$ cat src/rtl/seq_pattern_tx.sv
// Serial bit-pattern transmitter: shifts a latched pattern MSB-first, optionally repeating with idle gaps.
// Optional macro SEQ_PATTERN_TX_SEG_EN builds the registered 7-segment decode of the frame counter.
module seq_pattern_tx #(
    parameter int GAP = 2
) (
    input  logic       i_clk,
    input  logic       i_rst_n,
    input  logic       i_ena,
    input  logic       i_start,
    input  logic       i_abort,
    input  logic [7:0] i_pattern,
    input  logic [3:0] i_len,
    input  logic [3:0] i_repeat,
    output logic       o_serial_out,
    output logic       o_busy,
    output logic       o_done,
    output logic [3:0] o_frame_cnt,
    output logic [7:0] o_seg
);

    typedef enum logic [1:0] {
        S_IDLE,
        S_SHIFT,
        S_GAP,
        S_DONE
    } state_t;

    localparam int            GW       = (GAP > 1) ? $clog2(GAP) : 1;
    localparam logic [GW-1:0] GAP_LAST = GW'((GAP > 0) ? GAP - 1 : 0);

    state_t          r_state;
    logic [7:0]      r_pat;
    logic [2:0]      r_len_m1;
    logic [2:0]      r_idx;
    logic [3:0]      r_remain;
    logic [GW-1:0]   r_gap_cnt;
    logic            r_frame_end;
    logic            r_serial;
    logic            r_busy;
    logic            r_done;
    logic [3:0]      r_frame_cnt;

    logic [2:0]      w_len_m1;
    logic [3:0]      w_cnt_next;

    // Lengths of 0 or above 8 behave as a full 8-bit frame.
    assign w_len_m1   = (i_len == 4'd0 || i_len > 4'd8) ? 3'd7 : 3'(i_len - 4'd1);
    assign w_cnt_next = (r_frame_cnt >= 4'd9) ? 4'd0 : r_frame_cnt + 4'd1;

    // NOTE: all state uses non-blocking assignments so every branch sees pre-edge values.
    always_ff @(posedge i_clk) begin
        if (!i_rst_n) begin
            r_state     <= S_IDLE;
            r_pat       <= 8'h00;
            r_len_m1    <= 3'd0;
            r_idx       <= 3'd0;
            r_remain    <= 4'd0;
            r_gap_cnt   <= '0;
            r_frame_end <= 1'b0;
            r_serial    <= 1'b0;
            r_busy      <= 1'b0;
            r_done      <= 1'b0;
            r_frame_cnt <= 4'd0;
        end else if (i_ena) begin
            // The count lands one cycle after a frame's last bit, even if an abort follows.
            if (r_frame_end) begin
                r_frame_end <= 1'b0;
                r_frame_cnt <= w_cnt_next;
            end
            case (r_state)
                S_IDLE: begin
                    r_serial <= 1'b0;
                    r_busy   <= 1'b0;
                    r_done   <= 1'b0;
                    if (i_start && !i_abort) begin
                        r_pat    <= i_pattern;
                        r_len_m1 <= w_len_m1;
                        r_idx    <= w_len_m1;
                        r_remain <= i_repeat;
                        r_state  <= S_SHIFT;
                    end
                end
                S_SHIFT: begin
                    if (i_abort) begin
                        r_serial <= 1'b0;
                        r_busy   <= 1'b0;
                        r_state  <= S_IDLE;
                    end else begin
                        r_serial <= r_pat[r_idx];
                        r_busy   <= 1'b1;
                        if (r_idx == 3'd0) begin
                            r_frame_end <= 1'b1;
                            r_idx       <= r_len_m1;
                            // r_remain of 0 means continuous; 1 means this was the final frame.
                            if (r_remain != 4'd1) begin
                                if (r_remain != 4'd0) begin
                                    r_remain <= r_remain - 4'd1;
                                end
                                if (GAP == 0) begin
                                    r_state <= S_SHIFT;
                                end else begin
                                    r_gap_cnt <= '0;
                                    r_state   <= S_GAP;
                                end
                            end else begin
                                r_state <= S_DONE;
                            end
                        end else begin
                            r_idx <= r_idx - 3'd1;
                        end
                    end
                end
                S_GAP: begin
                    r_serial <= 1'b0;
                    if (i_abort) begin
                        r_busy  <= 1'b0;
                        r_state <= S_IDLE;
                    end else if (r_gap_cnt == GAP_LAST) begin
                        r_state <= S_SHIFT;
                    end else begin
                        r_gap_cnt <= r_gap_cnt + GW'(1);
                    end
                end
                S_DONE: begin
                    r_serial <= 1'b0;
                    r_busy   <= 1'b0;
                    r_done   <= 1'b1;
                    r_state  <= S_IDLE;
                end
                default: begin
                    r_state <= S_IDLE;
                end
            endcase
        end
    end

    assign o_serial_out = r_serial;
    assign o_busy       = r_busy;
    assign o_done       = r_done;
    assign o_frame_cnt  = r_frame_cnt;

`ifdef SEQ_PATTERN_TX_SEG_EN
    function automatic logic [7:0] seg_decode(input logic [3:0] digit);
        case (digit)
            4'd0:    return 8'hFD;
            4'd1:    return 8'hC1;
            4'd2:    return 8'h6F;
            4'd3:    return 8'hE7;
            4'd4:    return 8'hD3;
            4'd5:    return 8'hB7;
            4'd6:    return 8'hBF;
            4'd7:    return 8'hE1;
            4'd8:    return 8'hFF;
            4'd9:    return 8'hF7;
            default: return 8'h00;
        endcase
    endfunction

    logic [7:0] r_seg;

    // Updated on the same edge as r_frame_cnt so the display never lags the count.
    always_ff @(posedge i_clk) begin
        if (!i_rst_n) begin
            r_seg <= 8'hFD;
        end else if (i_ena && r_frame_end) begin
            r_seg <= seg_decode(w_cnt_next);
        end
    end

    assign o_seg = r_seg;
`else
    assign o_seg = 8'h00;
`endif

endmodule

$ cat config.mk
export PLATFORM = sky130hd
export DESIGN_NAME = seq_pattern_tx
export DESIGN_NICKNAME = d
export VERILOG_FILES = /design/src/rtl/seq_pattern_tx.sv
export SDC_FILE = /design/constraint.sdc
export NUM_CORES = 1
export LEC_CHECK = 0
export BUFFER_PORTS_ARGS = -buffer_cell sky130_fd_sc_hd__buf_2
export CORE_UTILIZATION = 54
export CTS_CLUSTER_SIZE = 20
export DETAILED_ROUTE_END_ITERATION = 6
export GPL_TIMING_DRIVEN = 1
export HOLD_SLACK_MARGIN = 0.1
export MAX_ROUTING_LAYER = met4
export PLACE_DENSITY = 0.86
export SLEW_MARGIN = 20
export SYNTH_ARGS = -nofsm -noshare
export SYNTH_HDL_FRONTEND = slang
export SYNTH_SLANG_ARGS = --single-unit
$ cat constraint.sdc
create_clock -name i_clk -period 2.1 [get_ports i_clk]
set_clock_uncertainty 0.1 [all_clocks]
set_input_delay 0.21 -clock i_clk [delete_from_list [all_inputs] [get_ports i_clk]]
set_output_delay 0.21 -clock i_clk [all_outputs]
set_load 0.01 [all_outputs]
==> results.json, run 1 <==
{
  "status": "completed",
  "finalSetupTns_ps": 0,
  "ys_ff_latch": 29,
  "peakVddDrop_mv": 0.468,
  "mostFrequentLayoutCell": "dfxtp_1",
  "ff_latch_area_um2": 581,
  "rsz0062_at_grt": "false",
  "num_rows": 20,
  "ant_nets": 0,
  "crit_type": "reg -> reg",
  "worst_setup_path_start_kind": "flip-flop",
  "synth.top_cell.area_share_pct": 34.0,
  "drv_slew": 0,
  "p_leak_uw": 0.000840,
  "setup_viol": 0,
  "hold_viol": 0,
  "wl_um": 3630,
  "path_buf_inv": 1,
  "insertedDiodeCount": 0,
  "cp.depth": 6,
  "cts_tree": "done",
  "hpwl_um": 2590,
  "min_path_type": "in -> reg",
  "via_per_inst": 5.31,
  "synth_cell_types": 41,
  "yosysWarnings": 0,
  "grt_pass1_vias": 1460,
  "firstDrtPassIters": 4,
  "dr.first_iter.drc_count": 80,
  "layout-drive-gt1-share_pct": 19.8,
  "power_density_nw_per_um2": 601,
  "place.gp.congestion": 0.881,
  "nFillCells": 287,
  "layout_common_cells": "29 x dfxtp_1, 28 x nand2_1, 27 x buf_2",
  "gr-usage-all-layers_pct": 25.4,
  "wire_per_inst_um": 12.4,
  "clk_latency_ps": 330,
  "cts_max_path_buffers": 2,
  "die_y_um": 58.3,
  "tritoncts.num_buffers": 5,
  "synth_area_leaders": "dfxtp_1 34%, ha_1 11%, a21oi_1 7.0%",
  "synthCells": 207,
  "crit_slowest_cell": "dfxtp_1",
  "crit_path_max_incr_delay_ps": 380,
  "port_buffers": 27,
  "htree_levels": 2,
  "synth_largest_area_cell": "dfxtp_1",
  "grt_pass1_wl_um": 6220,
  "critical_path.max_fanout": 8,
  "final_util_pct": 67.1,
  "die_w_um": 58.3,
  "io-pin-count": 36,
  "cts_sinks": 29,
  "worstPathCellList": "inv_1, ha_1, and4bb_1, a21oi_2, nand4_4, o311a_1",
  "hold_depth": 4,
  "crit_path_end_kind": "flip-flop",
  "nets": 283,
  "clk_pin_slew_ps": 90,
  "multiInputGateArea_um2": 1020,
  "min_period_over_period_pct": 89.9,
  "cts_setup_buffers": 0,
  "start_util_pct": 56.4,
  "r2r_slack_ps": 210,
  "grt_max_degree": 16,
  "crit_family": "compound AO/OA/AOI/OAI gates",
  "num_vias": 1551,
  "area_growth_pct": 19.0,
  "synth_area_um2": 1710,
  "grt-ovfl-total": 0,
  "ctsRootBufferMaster": "clkbuf_4",
  "syn_avg_cell_area_um2": 8.26,
  "cp.required_ps": 2230,
  "fmax_mhz": 530,
  "cap_violations": 0,
  "antenna_found_initial": 0,
  "drc": 0,
  "ys_seq_area_share_pct": 34.0,
  "dieArea_um2": 3390,
  "coreArea_um2": 3030,
  "critical_path_arrival_ps": 2010,
  "reg2reg_depth": 6,
  "period_minus_slack_ps": 1890
}
-- where the power goes --
group / leakage (µW) / internal, µW / switching [µW]
clock network: 0.0000413 / 194 / 194
logic: 0.000563 / 105 / 138
registers: 0.000235 / 571 / 17.9
total: 0.000840 / 871 / 350
-- path summary, 6_finish.rpt --
check	from	endpoint
worst max-delay path	r_state[1]	r_remain[0]
worst max register to register	r_state[1]	r_remain[0]
worst min register to register	r_pat[7]	r_pat[7]
worst min-delay path	i_len[0]	r_len_m1[0]
-- through the flow --
step,hold WS [ps],cell area (µm²),instances,power [µW],setup slack (ps)
floorplan,246,1740,214,772,356
global placement,339,1870,275,820,276
detailed placement,347,1870,275,827,231
CTS,102,2030,292,1230,207
global route,148,2030,292,1300,78.5
finish,97.2,2030,292,1220,212
-- layout make-up --
cell class | instances | area share, %
Inverter | 15 | 2.77
Clock buffer | 7 | 3.20
Multi-Input combinational cell | 156 | 50.0
Timing Repair Buffer | 40 | 12.6
Sequential cell | 29 | 28.6
Clock inverter | 1 | 0.246
Tap cell | 44 | 2.71
-- state kept, by name (all words and copies together) (netlist names), 2 cells and up --
signal,cells
o_frame_cnt,4
r_idx,3
r_pat,8
r_state,2
r_remain,4
r_len_m1,3
-- cells in the mapped netlist --
master	instances
dfxtp_1	29
nand2_1	28
a21oi_1	24
nor2_1	16
ha_1	15
inv_1	14
buf_4	8
nand3_1	8
nor3_1	5
o21ai_0	5
a211oi_1	4
clkbuf_1	4
nand2b_1	4
nor2b_1	4
mux2i_1	3
o21ai_1	3
a311oi_1	2
buf_2	2
mux4_2	2
nand4_1	2
o211ai_1	2
o32ai_1	2
xnor2_1	2
xor2_1	2
a21boi_2	1
a21oi_2	1
a2bb2oi_1	1
a32oi_1	1
and3b_1	1
and4bb_1	1
conb_1	1
inv_2	1
mux2_2	1
nand2b_4	1
nand3b_1	1
nand4_4	1
nor2b_2	1
nor3b_1	1
o311a_1	1
o31ai_1	1
or3_1	1
-- worst min-delay path, delay by kind of cell --
kind / cells / cell delay (ps)
AO/OA/AOI/OAI: 1 / 50
buffers and inverters: 1 / 90
AND/OR/NAND/NOR: 2 / 130
-- logic make-up after synthesis --
group	share of synthesized area [%]
mux	5.05
xor+xnor	2.05
flops	34.0
other cells	0.219
fa+ha+maj	11.0
simple gates	22.2
compound gates	17.3
buf+inv	8.27
-- metal layers --
metal	vias to the layer above	GRT usage [%]	part of all wire (%)
met5	-	-	0
met4	0	5.78	0.99
met3	8	7.59	4.8
met2	47	46.5	54
met1	718	26.5	40
li1	778	-	-
-- what timing repair did --
| action | in CTS | in global routing |
|---|---|---|
| hold buffers | 9 | 0 |
| resized for setup | 0 | 1 |
| setup endpoints to repair | 0 | 2 |
| endpoints found under the hold margin | 9 | 0 |
(Power assumes the default switching activity.)
==> run 2, diff against run 1 <==
- clock period: 2.1 -> 2.02 ns (I/O delays scaled with it)
==> run 2 against run 1 <==
  * Combinational power grew 5%
  * Sequential share of layout area decreased by 0.35 points
  * Critical endpoint unchanged
  * Critical path depth did not move
  * Clock-buffer cell count did not move
  * Global-route usage shrank 0.81 points
  * Cell count rose by 1.0%
  * Die area stayed put
  * Non-clock buffer count is 3 higher
==> results.json, run 2 (same netlist as run 1, synthesis figures left out) <==
{
  "dr.first_iter.drc_count": 60,
  "dieArea_um2": 3390,
  "clk_latency_ps": 330,
  "period_minus_slack_ps": 1890,
  "nFillCells": 266,
  "p_leak_uw": 0.000854,
  "port_buffers": 27,
  "critical_path_arrival_ps": 2020,
  "rsz0062_at_grt": "false",
  "setup_viol": 0,
  "cts_max_path_buffers": 2,
  "die_y_um": 58.3,
  "num_vias": 1560,
  "drv_slew": 0,
  "grt_pass1_wl_um": 6140,
  "cts_sinks": 29,
  "largest_reg_flops": 8,
  "peakVddDrop_mv": 0.493,
  "hpwl_um": 2620,
  "status": "completed",
  "mostFrequentLayoutCell": "dfxtp_1",
  "pwr-share-comb_pct": 20.2,
  "wl_met1_um": 1590,
  "hold_viol": 0,
  "place.gp.congestion": 0.909,
  "firstDrtPassIters": 4,
  "ff_latch_area_um2": 581,
  "crit_type": "reg -> reg",
  "drc": 0,
  "reg2reg_to": "r_remain[0]",
  "power.internal_uw": 908,
  "hold_start": "i_repeat[3]",
  "grt-ovfl-total": 0,
  "seq_power_share_pct": 48.3,
  "top_register": "r_pat",
  "cp.required_ps": 2150,
  "r2r_start": "r_state[1]",
  "fmax_mhz": 528,
  "holdPathEnd": "r_remain[3]",
  "clk_pin_slew_ps": 100,
  "multiInputGateArea_um2": 1010,
  "cts_tree": "done",
  "met3_length_um": 125,
  "worst_setup_path_start_kind": "flip-flop",
  "wire_per_inst_um": 12.4,
  "area_growth_pct": 20.4,
  "p_clk_share_pct": 31.5,
  "coreArea_um2": 3030,
  "antenna_found_initial": 0,
  "min_period_over_period_pct": 93.8,
  "grt_max_degree": 16,
  "ctsRootBufferMaster": "clkbuf_4",
  "htree_levels": 2,
  "die_w_um": 58.3,
  "crit_path_end_kind": "flip-flop",
  "grt_pass1_vias": 1480,
  "top_layer_used": "met4",
  "layout-drive-gt1-share_pct": 19.5,
  "io-pin-count": 36,
  "final_util_pct": 68.0,
  "r2r_slack_ps": 130,
  "reg2reg_depth": 6,
  "finalSetupTns_ps": 0,
  "gr-usage-all-layers_pct": 24.5,
  "power_density_nw_per_um2": 616,
  "nets": 286,
  "power.switching_uw": 360,
  "wl_um": 3670,
  "insertedDiodeCount": 0,
  "ant_nets": 0,
  "dr_wl_met2_um": 1890,
  "tritoncts.num_buffers": 5,
  "layout_common_cells": "29 x dfxtp_1, 28 x nand2_1, 27 x buf_2",
  "min_path_type": "in -> reg",
  "cap_violations": 0,
  "hold_depth": 3,
  "num_rows": 20,
  "via_per_inst": 5.29,
  "critical_path.max_fanout": 8,
  "start_util_pct": 56.4,
  "switching_share_pct": 28.4
}
## run 2: changes by cell type in the layout (fill, tap and decap cells not counted), sizes merged
| cell | before | now |
|---|---|---|
| buf | 31 | 32 |
| dlygate4sd3 | 9 | 11 |
## run 2: per-stage QoR
step | worst slack [ps] | hold WS [ps] | power [µW] | cells | instance area (µm²)
floorplan | 276 | 238 | 803 | 214 | 1740
global placement | 181 | 340 | 855 | 276 | 1880
detailed placement | 128 | 348 | 861 | 276 | 1880
CTS | 117 | 100 | 1270 | 294 | 2050
global route | 13.1 | 118 | 1350 | 295 | 2060
finish | 125 | 124 | 1270 | 295 | 2060
## run 2: power by group through the flow
stage | logic [µW] | clock network [µW] | registers (µW)
global placement | 231 | 0 | 624
finish | 256 | 400 | 613
CTS | 252 | 409 | 612
global route | 286 | 444 | 616
detailed placement | 236 | 0 | 626
floorplan | 181 | 0 | 622
## run 2: worst max-delay path, cell delays in order, from the launching register on
cell      delay [ps]
dfxtp_1          390
inv_1            110
ha_1             280
and4bb_1         260
a21oi_2          150
nand4_4          160
o311a_1          360
## run 2: layout make-up
| cell class | instances | area share, % |
|---|---|---|
| clock buffers | 7 | 3.16 |
| clock inverters | 1 | 0.243 |
| inverters | 15 | 2.74 |
| multi-input cells | 156 | 49.2 |
| flip-flops and latches | 29 | 28.2 |
| well taps | 44 | 2.67 |
| repair buffers | 43 | 13.7 |
## run 2: worst max path at each step
stage,from,endpoint,slack [ps],cells past startpoint
6_report,r_state[1],r_remain[0],130,6
4_1_cts,r_state[1],r_remain[0],120,6
2_1_floorplan,r_state[1],r_remain[0],280,6
3_3_place_gp,r_state[1],r_remain[0],180,6
5_1_grt,r_state[1],r_remain[0],10,6
3_5_place_dp,r_state[1],r_remain[0],130,6
## run 2: what timing repair did
action	CTS	global route
setup buffers	0	0
gates resized for setup	0	0
setup endpoints to repair	0	0
hold endpoints to repair	10	1
hold buffers	10	1
## run 2: routing by layer
layer  vias to the layer above  GRT usage [%]
met2                        38           41.9
li1                        782              -
met5                         -              -
met3                        10           5.80
met1                       730           27.0
met4                         0           11.2
==> run 3, diff against run 2 <==
- PLACE_DENSITY: 0.86 -> 0.77
==> run 3 against run 2 <==
  * Setup slack hardly changed
  * Sequential power about the same
  * Maximum frequency hardly changed
  * Critical endpoint unchanged
==> results.json, run 3 (same netlist as run 1, synthesis figures left out) <==
{
  "layout-drive-gt1-share_pct": 19.5,
  "cts_sinks": 29,
  "worst_setup_path_start_kind": "flip-flop",
  "setup_viol": 0,
  "io-pin-count": 36,
  "multiInputGateArea_um2": 1010,
  "post_cts_resized": 0,
  "via_per_inst": 5.12,
  "seq_power_share_pct": 44.5,
  "largest_reg_flops": 8,
  "dieArea_um2": 3390,
  "min_path_type": "in -> reg",
  "ant_nets": 0,
  "crit_path_max_incr_delay_ps": 390,
  "hold_viol": 0,
  "cts_setup_buffers": 0,
  "nFillCells": 265,
  "worstPathCellList": "inv_1, ha_1, and4bb_1, a21oi_2, nand4_4, o311a_1",
  "p_clk_share_pct": 37.0,
  "insertedDiodeCount": 0,
  "switching_share_pct": 27.2,
  "top_register": "r_pat",
  "num_rows": 20,
  "mostFrequentLayoutCell": "dfxtp_1",
  "area_growth_pct": 21.5,
  "wl_um": 3380,
  "peakVddDrop_mv": 0.418,
  "tritoncts.num_buffers": 5,
  "antenna_found_initial": 0,
  "crit_path_end_kind": "flip-flop",
  "power.switching_uw": 373,
  "grt_max_degree": 16,
  "start_util_pct": 56.4,
  "htree_levels": 2,
  "finalSetupTns_ps": 0,
  "status": "completed",
  "die_y_um": 58.3,
  "port_buffers": 27,
  "placed_cell_area_um2": 1880,
  "critical_path_arrival_ps": 2030,
  "design_area_um2": 2080,
  "num_vias": 1509,
  "clk_latency_ps": 340,
  "hpwl_um": 2460,
  "layout_common_cells": "29 x dfxtp_1, 28 x nand2_1, 27 x buf_2",
  "critical_path.max_fanout": 8,
  "gr-usage-all-layers_pct": 22.0,
  "grt-ovfl-total": 0,
  "period_minus_slack_ps": 1890,
  "place.gp.congestion": 0.895,
  "crit_slowest_cell": "dfxtp_1",
  "min_period_over_period_pct": 93.8,
  "dr.first_iter.drc_count": 61,
  "power_density_nw_per_um2": 662,
  "cts_tree": "done",
  "power.internal_uw": 1000,
  "cts_max_path_buffers": 2,
  "crit_type": "reg -> reg",
  "firstDrtPassIters": 4,
  "cp.required_ps": 2150,
  "cap_violations": 0,
  "fmax_mhz": 528,
  "clk_pin_slew_ps": 100,
  "pwr-share-comb_pct": 18.5,
  "wire_per_inst_um": 11.4,
  "grt_pass1_wl_um": 5460,
  "drv_slew": 0,
  "p_leak_uw": 0.000857,
  "rsz0062_at_grt": "false",
  "die_w_um": 58.3,
  "nets": 286,
  "drc": 0,
  "ctsRootBufferMaster": "clkbuf_4",
  "coreArea_um2": 3030,
  "ff_latch_area_um2": 581,
  "grt_pass1_vias": 1346
}
## run 3: cell types whose count changed in the layout (fill, tap and decap cells not counted), sizes merged
cell	previous run	this run
bufinv	0	1
clkbuf	7	6
clkinv	1	0
clkinvlp	0	1
## run 3: final cells by class
| cell class | instances | area share (%) |
|---|---|---|
| clock buffer | 6 | 2.47 |
| clock inverter | 2 | 1.81 |
| inverter | 15 | 2.71 |
| multi-input combinational | 156 | 48.8 |
| sequential | 29 | 28.0 |
| tap | 44 | 2.65 |
| timing repair buffer | 43 | 13.6 |
## run 3: critical path: cells and delay by family (launching register included)
family | cells | cell delay [ps]
adders and majority gates | 1 | 270
buffers and inverters | 1 | 100
DFF | 1 | 390
and+or+nand+nor | 2 | 420
AOI/OAI and AO/OA | 2 | 500
## run 3: what timing repair did
action | 4_1_cts | 5_1_grt
hold endpoints to repair | 14 | 0
hold buffers | 11 | 0
setup endpoints to repair | 0 | 0
## run 3: routing by layer
layer  vias up  track usage (%)  wire length (µm)
li1        789                -                 -
met1       674             24.8              1590
met2        39             36.9              1610
met3         7             5.36               122
met4         0             9.52                54
met5         -                -                 0
## run 3: final timing paths
check | from | endpoint | slack, ps | cells after the start
setup / recovery | r_state[1] | r_remain[0] | 130 | 6
hold / removal | i_ena | o_serial_out | 110 | 3
setup reg to reg | r_state[1] | r_remain[0] | 130 | 6
hold reg to reg | r_pat[6] | r_pat[6] | 360 | 2
## run 3: power groups by stage
stage | Combinational (µW) | Sequential (µW) | Clock, µW
final | 254 | 612 | 508
after global routing | 285 | 615 | 536
after CTS | 252 | 611 | 512
after detailed placement | 234 | 625 | 0
after global placement | 233 | 624 | 0
after floorplan | 181 | 622 | 0
## run 3: through the flow
step	setup WS, ps	utilization (%)	total power (µW)	hold WS [ps]	cells
final	126	68.6	1370	115	295
after floorplan	276	-	803	238	214
after CTS	114	68.6	1380	114	295
after detailed placement	139	62.0	858	348	276
after global placement	186	62.0	857	342	276
after global routing	0.251	68.6	1440	140	295
